## config.mk

```make
export PLATFORM = sky130hd
export DESIGN_NAME = seg7_scan_decoder
export DESIGN_NICKNAME = d
export VERILOG_FILES = /design/src/rtl/seg7_pkg.sv /design/src/rtl/seg7_glyph_decode.sv /design/src/rtl/seg7_scan_decoder.sv
export SDC_FILE = /design/constraint.sdc
export NUM_CORES = 1
export LEC_CHECK = 0
export ABC_CLOCK_PERIOD_IN_PS = 2400
export CORE_MARGIN = 4
export CORE_UTILIZATION = 57
export CTS_CLUSTER_SIZE = 8
export DETAILED_ROUTE_END_ITERATION = 6
export DONT_BUFFER_PORTS = 1
export PLACE_DENSITY_LB_ADDON = 0.05
export SETUP_SLACK_MARGIN = 0.1
export SLEW_MARGIN = 20
export SYNTH_ARGS = -nofsm -noshare
export SYNTH_HDL_FRONTEND = slang
export SYNTH_SLANG_ARGS = --single-unit
export TNS_END_PERCENT = 30
```

## constraint.sdc

```tcl
create_clock -name reloj -period 2.4 [get_ports reloj]
set_clock_uncertainty 0.1 [all_clocks]
set_input_delay 0.48 -clock reloj [delete_from_list [all_inputs] [get_ports reloj]]
set_output_delay 0.48 -clock reloj [all_outputs]
set_load 0.1 [all_outputs]
```

## src/rtl/seg7_pkg.sv

```systemverilog
// Shared constants for the scanned 7-segment receive path:
// active-high gfedcba glyph patterns, scan FSM states and digit indices.
package seg7_pkg;

    localparam logic [6:0] SEG_0 = 7'h3F;
    localparam logic [6:0] SEG_1 = 7'h06;
    localparam logic [6:0] SEG_2 = 7'h5B;
    localparam logic [6:0] SEG_3 = 7'h4F;
    localparam logic [6:0] SEG_4 = 7'h66;
    localparam logic [6:0] SEG_5 = 7'h6D;
    localparam logic [6:0] SEG_6 = 7'h7D;
    localparam logic [6:0] SEG_7 = 7'h07;
    localparam logic [6:0] SEG_8 = 7'h7F;
    localparam logic [6:0] SEG_9 = 7'h6F;
    localparam logic [6:0] SEG_A = 7'h77;
    localparam logic [6:0] SEG_B = 7'h7C;
    localparam logic [6:0] SEG_C = 7'h39;
    localparam logic [6:0] SEG_D = 7'h5E;
    localparam logic [6:0] SEG_E = 7'h79;
    localparam logic [6:0] SEG_F = 7'h71;

    typedef enum logic [1:0] {IDLE, QUAL, HOLD} scan_state_t;

    localparam logic [1:0] D_UNIDAD   = 2'd0;
    localparam logic [1:0] D_DECENA   = 2'd1;
    localparam logic [1:0] D_CENTENA  = 2'd2;
    localparam logic [1:0] D_MILESIMA = 2'd3;

endpackage

```

## src/rtl/seg7_glyph_decode.sv

```systemverilog
// Combinational glyph decoder: active-high gfedcba pattern -> {legal, hex value}.
module seg7_glyph_decode
    import seg7_pkg::*;
(
    input  logic [6:0] i_seg,
    output logic       o_legal,
    output logic [3:0] o_value
);

    // Table lookup; anything outside the sixteen hex glyphs is illegal
    always_comb begin
        o_legal = 1'b1;
        o_value = 4'h0;
        case (i_seg)
            SEG_0:   o_value = 4'h0;
            SEG_1:   o_value = 4'h1;
            SEG_2:   o_value = 4'h2;
            SEG_3:   o_value = 4'h3;
            SEG_4:   o_value = 4'h4;
            SEG_5:   o_value = 4'h5;
            SEG_6:   o_value = 4'h6;
            SEG_7:   o_value = 4'h7;
            SEG_8:   o_value = 4'h8;
            SEG_9:   o_value = 4'h9;
            SEG_A:   o_value = 4'hA;
            SEG_B:   o_value = 4'hB;
            SEG_C:   o_value = 4'hC;
            SEG_D:   o_value = 4'hD;
            SEG_E:   o_value = 4'hE;
            SEG_F:   o_value = 4'hF;
            default: o_legal = 1'b0;
        endcase
    end

endmodule

```

## src/rtl/seg7_scan_decoder.sv

```systemverilog
// Receive-side decoder for a multiplexed 4-digit 7-segment bus: qualifies each
// (digit, pattern) pair for STABLE_CYCLES edges, captures it once, flags
// illegal glyphs and pulses frame_o when all four digits have been captured.
module seg7_scan_decoder
    import seg7_pkg::*;
#(
    parameter int STABLE_CYCLES  = 4,
    parameter bit AN_ACTIVE_LOW  = 1'b1,
    parameter bit SEG_ACTIVE_LOW = 1'b1
) (
    input  logic        reloj,
    input  logic        reset,
    input  logic [3:0]  an_i,
    input  logic [6:0]  seg_i,
    output logic [15:0] digits_o,
    output logic [3:0]  valid_o,
    output logic [3:0]  err_o,
    output logic        frame_o
);

    localparam int            CW      = $clog2(STABLE_CYCLES + 1);
    localparam logic [CW-1:0] CNT_MAX = CW'(STABLE_CYCLES);
    localparam logic [CW-1:0] CNT_ONE = CW'(1);

    logic [3:0]  w_an_n;
    logic [6:0]  w_seg_n;
    logic        w_has_idx;
    logic [1:0]  w_idx;
    logic        w_legal;
    logic [3:0]  w_value;
    logic        w_pair_same;
    logic        w_capture;
    logic [CW-1:0] w_cnt_inc;
    logic [CW-1:0] w_cnt_next;
    scan_state_t w_state_next;
    logic [3:0]  w_seen_next;

    scan_state_t r_state;
    logic [CW-1:0] r_cnt;
    logic [1:0]  r_idx;
    logic [6:0]  r_seg;
    logic [3:0]  r_seen;
    logic [15:0] r_digits;
    logic [3:0]  r_valid;
    logic [3:0]  r_err;
    logic        r_frame;

    assign w_an_n  = AN_ACTIVE_LOW  ? ~an_i  : an_i;
    assign w_seg_n = SEG_ACTIVE_LOW ? ~seg_i : seg_i;

    seg7_glyph_decode u_glyph (
        .i_seg   (w_seg_n),
        .o_legal (w_legal),
        .o_value (w_value)
    );

    // One-hot enable -> digit index; blanking or overlap yields no index
    always_comb begin
        w_has_idx = 1'b1;
        w_idx     = D_UNIDAD;
        case (w_an_n)
            4'b0001: w_idx = D_UNIDAD;
            4'b0010: w_idx = D_DECENA;
            4'b0100: w_idx = D_CENTENA;
            4'b1000: w_idx = D_MILESIMA;
            default: w_has_idx = 1'b0;
        endcase
    end

    assign w_pair_same = (w_idx == r_idx) && (w_seg_n == r_seg);
    assign w_cnt_inc   = (r_cnt == CNT_MAX) ? CNT_MAX : CW'(r_cnt + CNT_ONE);

    // Next state, stability count and capture strobe; a fresh pair starts at
    // count 1 and may capture immediately when STABLE_CYCLES is 1
    always_comb begin
        w_state_next = r_state;
        w_cnt_next   = r_cnt;
        w_capture    = 1'b0;
        if (!w_has_idx) begin
            w_state_next = IDLE;
            w_cnt_next   = '0;
        end else if ((r_state == QUAL) && w_pair_same) begin
            w_cnt_next = w_cnt_inc;
            if (w_cnt_inc == CNT_MAX) begin
                w_capture    = 1'b1;
                w_state_next = HOLD;
            end
        end else if ((r_state == HOLD) && w_pair_same) begin
            w_state_next = HOLD;
        end else begin
            w_cnt_next = CNT_ONE;
            if (CNT_ONE == CNT_MAX) begin
                w_capture    = 1'b1;
                w_state_next = HOLD;
            end else begin
                w_state_next = QUAL;
            end
        end
    end

    assign w_seen_next = r_seen | (w_capture ? (4'b0001 << w_idx) : 4'b0000);

    // FSM state, counter and last-seen pair
    always_ff @(posedge reloj) begin
        if (reset) begin
            r_state <= IDLE;
            r_cnt   <= '0;
        end else begin
            r_state <= w_state_next;
            r_cnt   <= w_cnt_next;
        end
        if (w_has_idx) begin
            r_idx <= w_idx;
            r_seg <= w_seg_n;
        end
    end

    // Capture registers, seen mask and one-cycle frame pulse
    always_ff @(posedge reloj) begin
        if (reset) begin
            r_digits <= '0;
            r_valid  <= '0;
            r_err    <= '0;
            r_seen   <= '0;
            r_frame  <= 1'b0;
        end else begin
            if (w_capture) begin
                if (w_legal) begin
                    r_digits[{w_idx, 2'b00} +: 4] <= w_value;
                    r_valid[w_idx]                <= 1'b1;
                    r_err[w_idx]                  <= 1'b0;
                end else begin
                    r_valid[w_idx] <= 1'b0;
                    r_err[w_idx]   <= 1'b1;
                end
            end
            if (w_seen_next == 4'hF) begin
                r_frame <= 1'b1;
                r_seen  <= 4'h0;
            end else begin
                r_frame <= 1'b0;
                r_seen  <= w_seen_next;
            end
        end
    end

    assign digits_o = r_digits;
    assign valid_o  = r_valid;
    assign err_o    = r_err;
    assign frame_o  = r_frame;

endmodule

```

==> flow_summary.json <==
{
  "synth_top_area_cell": "dfxtp_1",
  "drt-vias-per-instance": 5.81,
  "gp_congestion": 0.876,
  "antenna_found_initial": 0,
  "syn_to_final_growth_pct": 18.6,
  "grt_pass1_wl_um": 9070,
  "seqCellArea_um2": 951,
  "io-pin-count": 38,
  "layout_common_cells": "44 x buf_4, 34 x dfxtp_1, 19 x nor2b_1",
  "cts_made_buffers": 5,
  "hp-start": "reset",
  "async_reset_ff_frac": 0,
  "hold_class": "in -> reg",
  "synth-seq-cells": 43,
  "dieArea_um2": 5370,
  "crit_fanout": 8,
  "insertion_delay_ns": 0.29,
  "r2r-start": "r_cnt[0]",
  "start_util": 0.599,
  "drive_gt1_frac": 0.218,
  "synth_ff_type": "dfxtp_1",
  "ant_nets": 0,
  "p_leak_nw": 1.19,
  "die_y_um": 73.3,
  "syn_inst": 272,
  "synth_warnings": 0,
  "grt_max_degree": 35,
  "grtUsageMet1": 0.302,
  "final_common_cell": "buf_4",
  "core_area_um2": 4060,
  "drc": 0,
  "met2_usage": 0.322,
  "path_clk_slew_ns": 0.08,
  "ctsLongestPathBuffers": 2,
  "first_iter_violations": 128,
  "cts_tree": "built",
  "period_needed_ns": 2.24,
  "row_count": 23,
  "hold_violations": 0,
  "endpoint_kind": "register",
  "totalWireLength_um": 5540,
  "wl_per_cell_um": 15.5,
  "hold_ws_ns": 0.143,
  "multiInputGateArea_um2": 1410,
  "rrSetupSlack_ns": 0.16,
  "hold-path-endpoint": "r_seen[1]",
  "setup_viol": 0,
  "ir_drop_uv": 333,
  "nNetsFinal": 326,
  "fin_area_um2": 2880,
  "crit_type": "reg -> reg",
  "p_per_area_nw_per_um2": 463,
  "fp.dieW_um": 73.3,
  "vias": 2079,
  "fin_tns_setup_ns": 0,
  "fillCellCount": 345,
  "fmax_mhz": 446,
  "required_ns": 2.52,
  "r2r_end": "digits_o[8]",
  "synth_cell_types": 54,
  "syn-mean-instance-area_um2": 8.94,
  "met3_usage": 0.0534,
  "post_dp_cell_area_um2": 2720,
  "outcome": "finished, final reports clean",
  "overflow": 0,
  "slew_violations": 0,
  "synthesis.nets": 291,
  "insertedDiodeCount": 0,
  "cts-root-buf": "clkbuf_8",
  "synth_edf_count": 9,
  "grt_setup_unrepaired": "true",
  "cts_sinks": 43,
  "grtUsageTotal": 0.214,
  "hold_depth": 1,
  "grt_pass1_vias": 1975,
  "port_buffers": 0,
  "tightest_slew_ns": 0.898,
  "syn_area_um2": 2430,
  "synthTopCellsByArea": "dfxtp_1 28%, edfxtp_1 11%, nor2b_1 4.9%",
  "dp_hpwl_um": 4000,
  "first_pass_iters": 4,
  "startpoint_type": "register",
  "rr_worst_depth": 7,
  "cts_max_level": 2,
  "finalCritPeriodShare": 0.934,
  "arrival_ns": 2.36,
  "relSlewSlack": 0.394,
  "postCtsHoldBufs": 0,
  "yosysSeqAreaShare": 0.391,
  "busiest_layer": "met2",
  "synth_top_area_share": 0.280,
  "maxCapViolations": 0
}
metrics by stage:
stage	util	setup slack (ns)	power, mW	cells
after floorplan	-	0.0425	0.899	272
final	0.710	0.159	1.33	358
after CTS	0.698	0.125	1.34	357
after global routing	0.710	0.0477	1.39	358
after global placement	0.670	0.0377	0.901	347
after detailed placement	0.670	0.0717	0.902	347
synthesized netlist by cell type (7+ instances only):
cell	count
dfxtp_1	34
edfxtp_1	9
nand3_1	7
nor2_1	16
inv_1	12
o21ai_1	8
mux2i_1	9
nand2_1	18
o21ai_0	11
nor2b_1	19
xor2_1	8
nand4_1	7
nor3_1	8
nand2b_1	8
a21oi_1	10
buf_2	8
critical path, cell delays in order, from the launching register on:
cell and delay (ns):
dfxtp_1 0.36, inv_1 0.07, ha_1 0.36, a2111oi_4 0.32, buf_4 0.22, nand4_1 0.20
nor2_1 0.32, mux2i_1 0.22
worst max-delay path by stage:
stage                  start            to  cells past startpoint
floorplan            an_i[2]  digits_o[14]                      8
global placement    seg_i[2]   digits_o[6]                      7
detailed placement  r_cnt[0]     r_seen[3]                     10
CTS                 r_idx[0]     r_seen[3]                      7
global route        r_cnt[0]   digits_o[8]                      7
finish              r_cnt[0]   digits_o[8]                      7
what timing repair did:
| item | CTS | global route |
|---|---|---|
| pin swaps | 2 | 2 |
| setup buffers | 2 | 1 |
| setup endpoints to repair | 4 | 12 |
| resized for setup | 2 | 6 |
| gates cloned | 0 | 0 |
cell families (layout without fill, tap and decap cells):
group,count (synthesis),after routing,share of synthesized area
buf+inv,28,64,0.0551
mux,9,9,0.0371
simple gates,118,118,0.284
xor+xnor,9,9,0.0355
flops,43,43,0.391
compound gates,59,59,0.166
fa+ha+maj,6,6,0.0309
cell type report:
class                   count  share of cell area
inverters                  12              0.0156
clock buffers               6              0.0252
well taps                  50              0.0217
clock inverters             2             0.00391
flip-flops and latches     43               0.330
repair buffers             44               0.115
multi-input cells         201               0.489
per-layer routing:
metal / wire [um] / vias to the layer above
met2: 2600 / 65
li1: - / 1052
met5: 0 / -
met4: 48 / 0
met3: 388 / 6
met1: 2510 / 956
report_power, final:
group          switching (mW)  internal, mW
clock                   0.239         0.204
combinational          0.0687        0.0561
sequential            0.00886         0.756
Note: power is estimated with default switching activity, not from simulation.
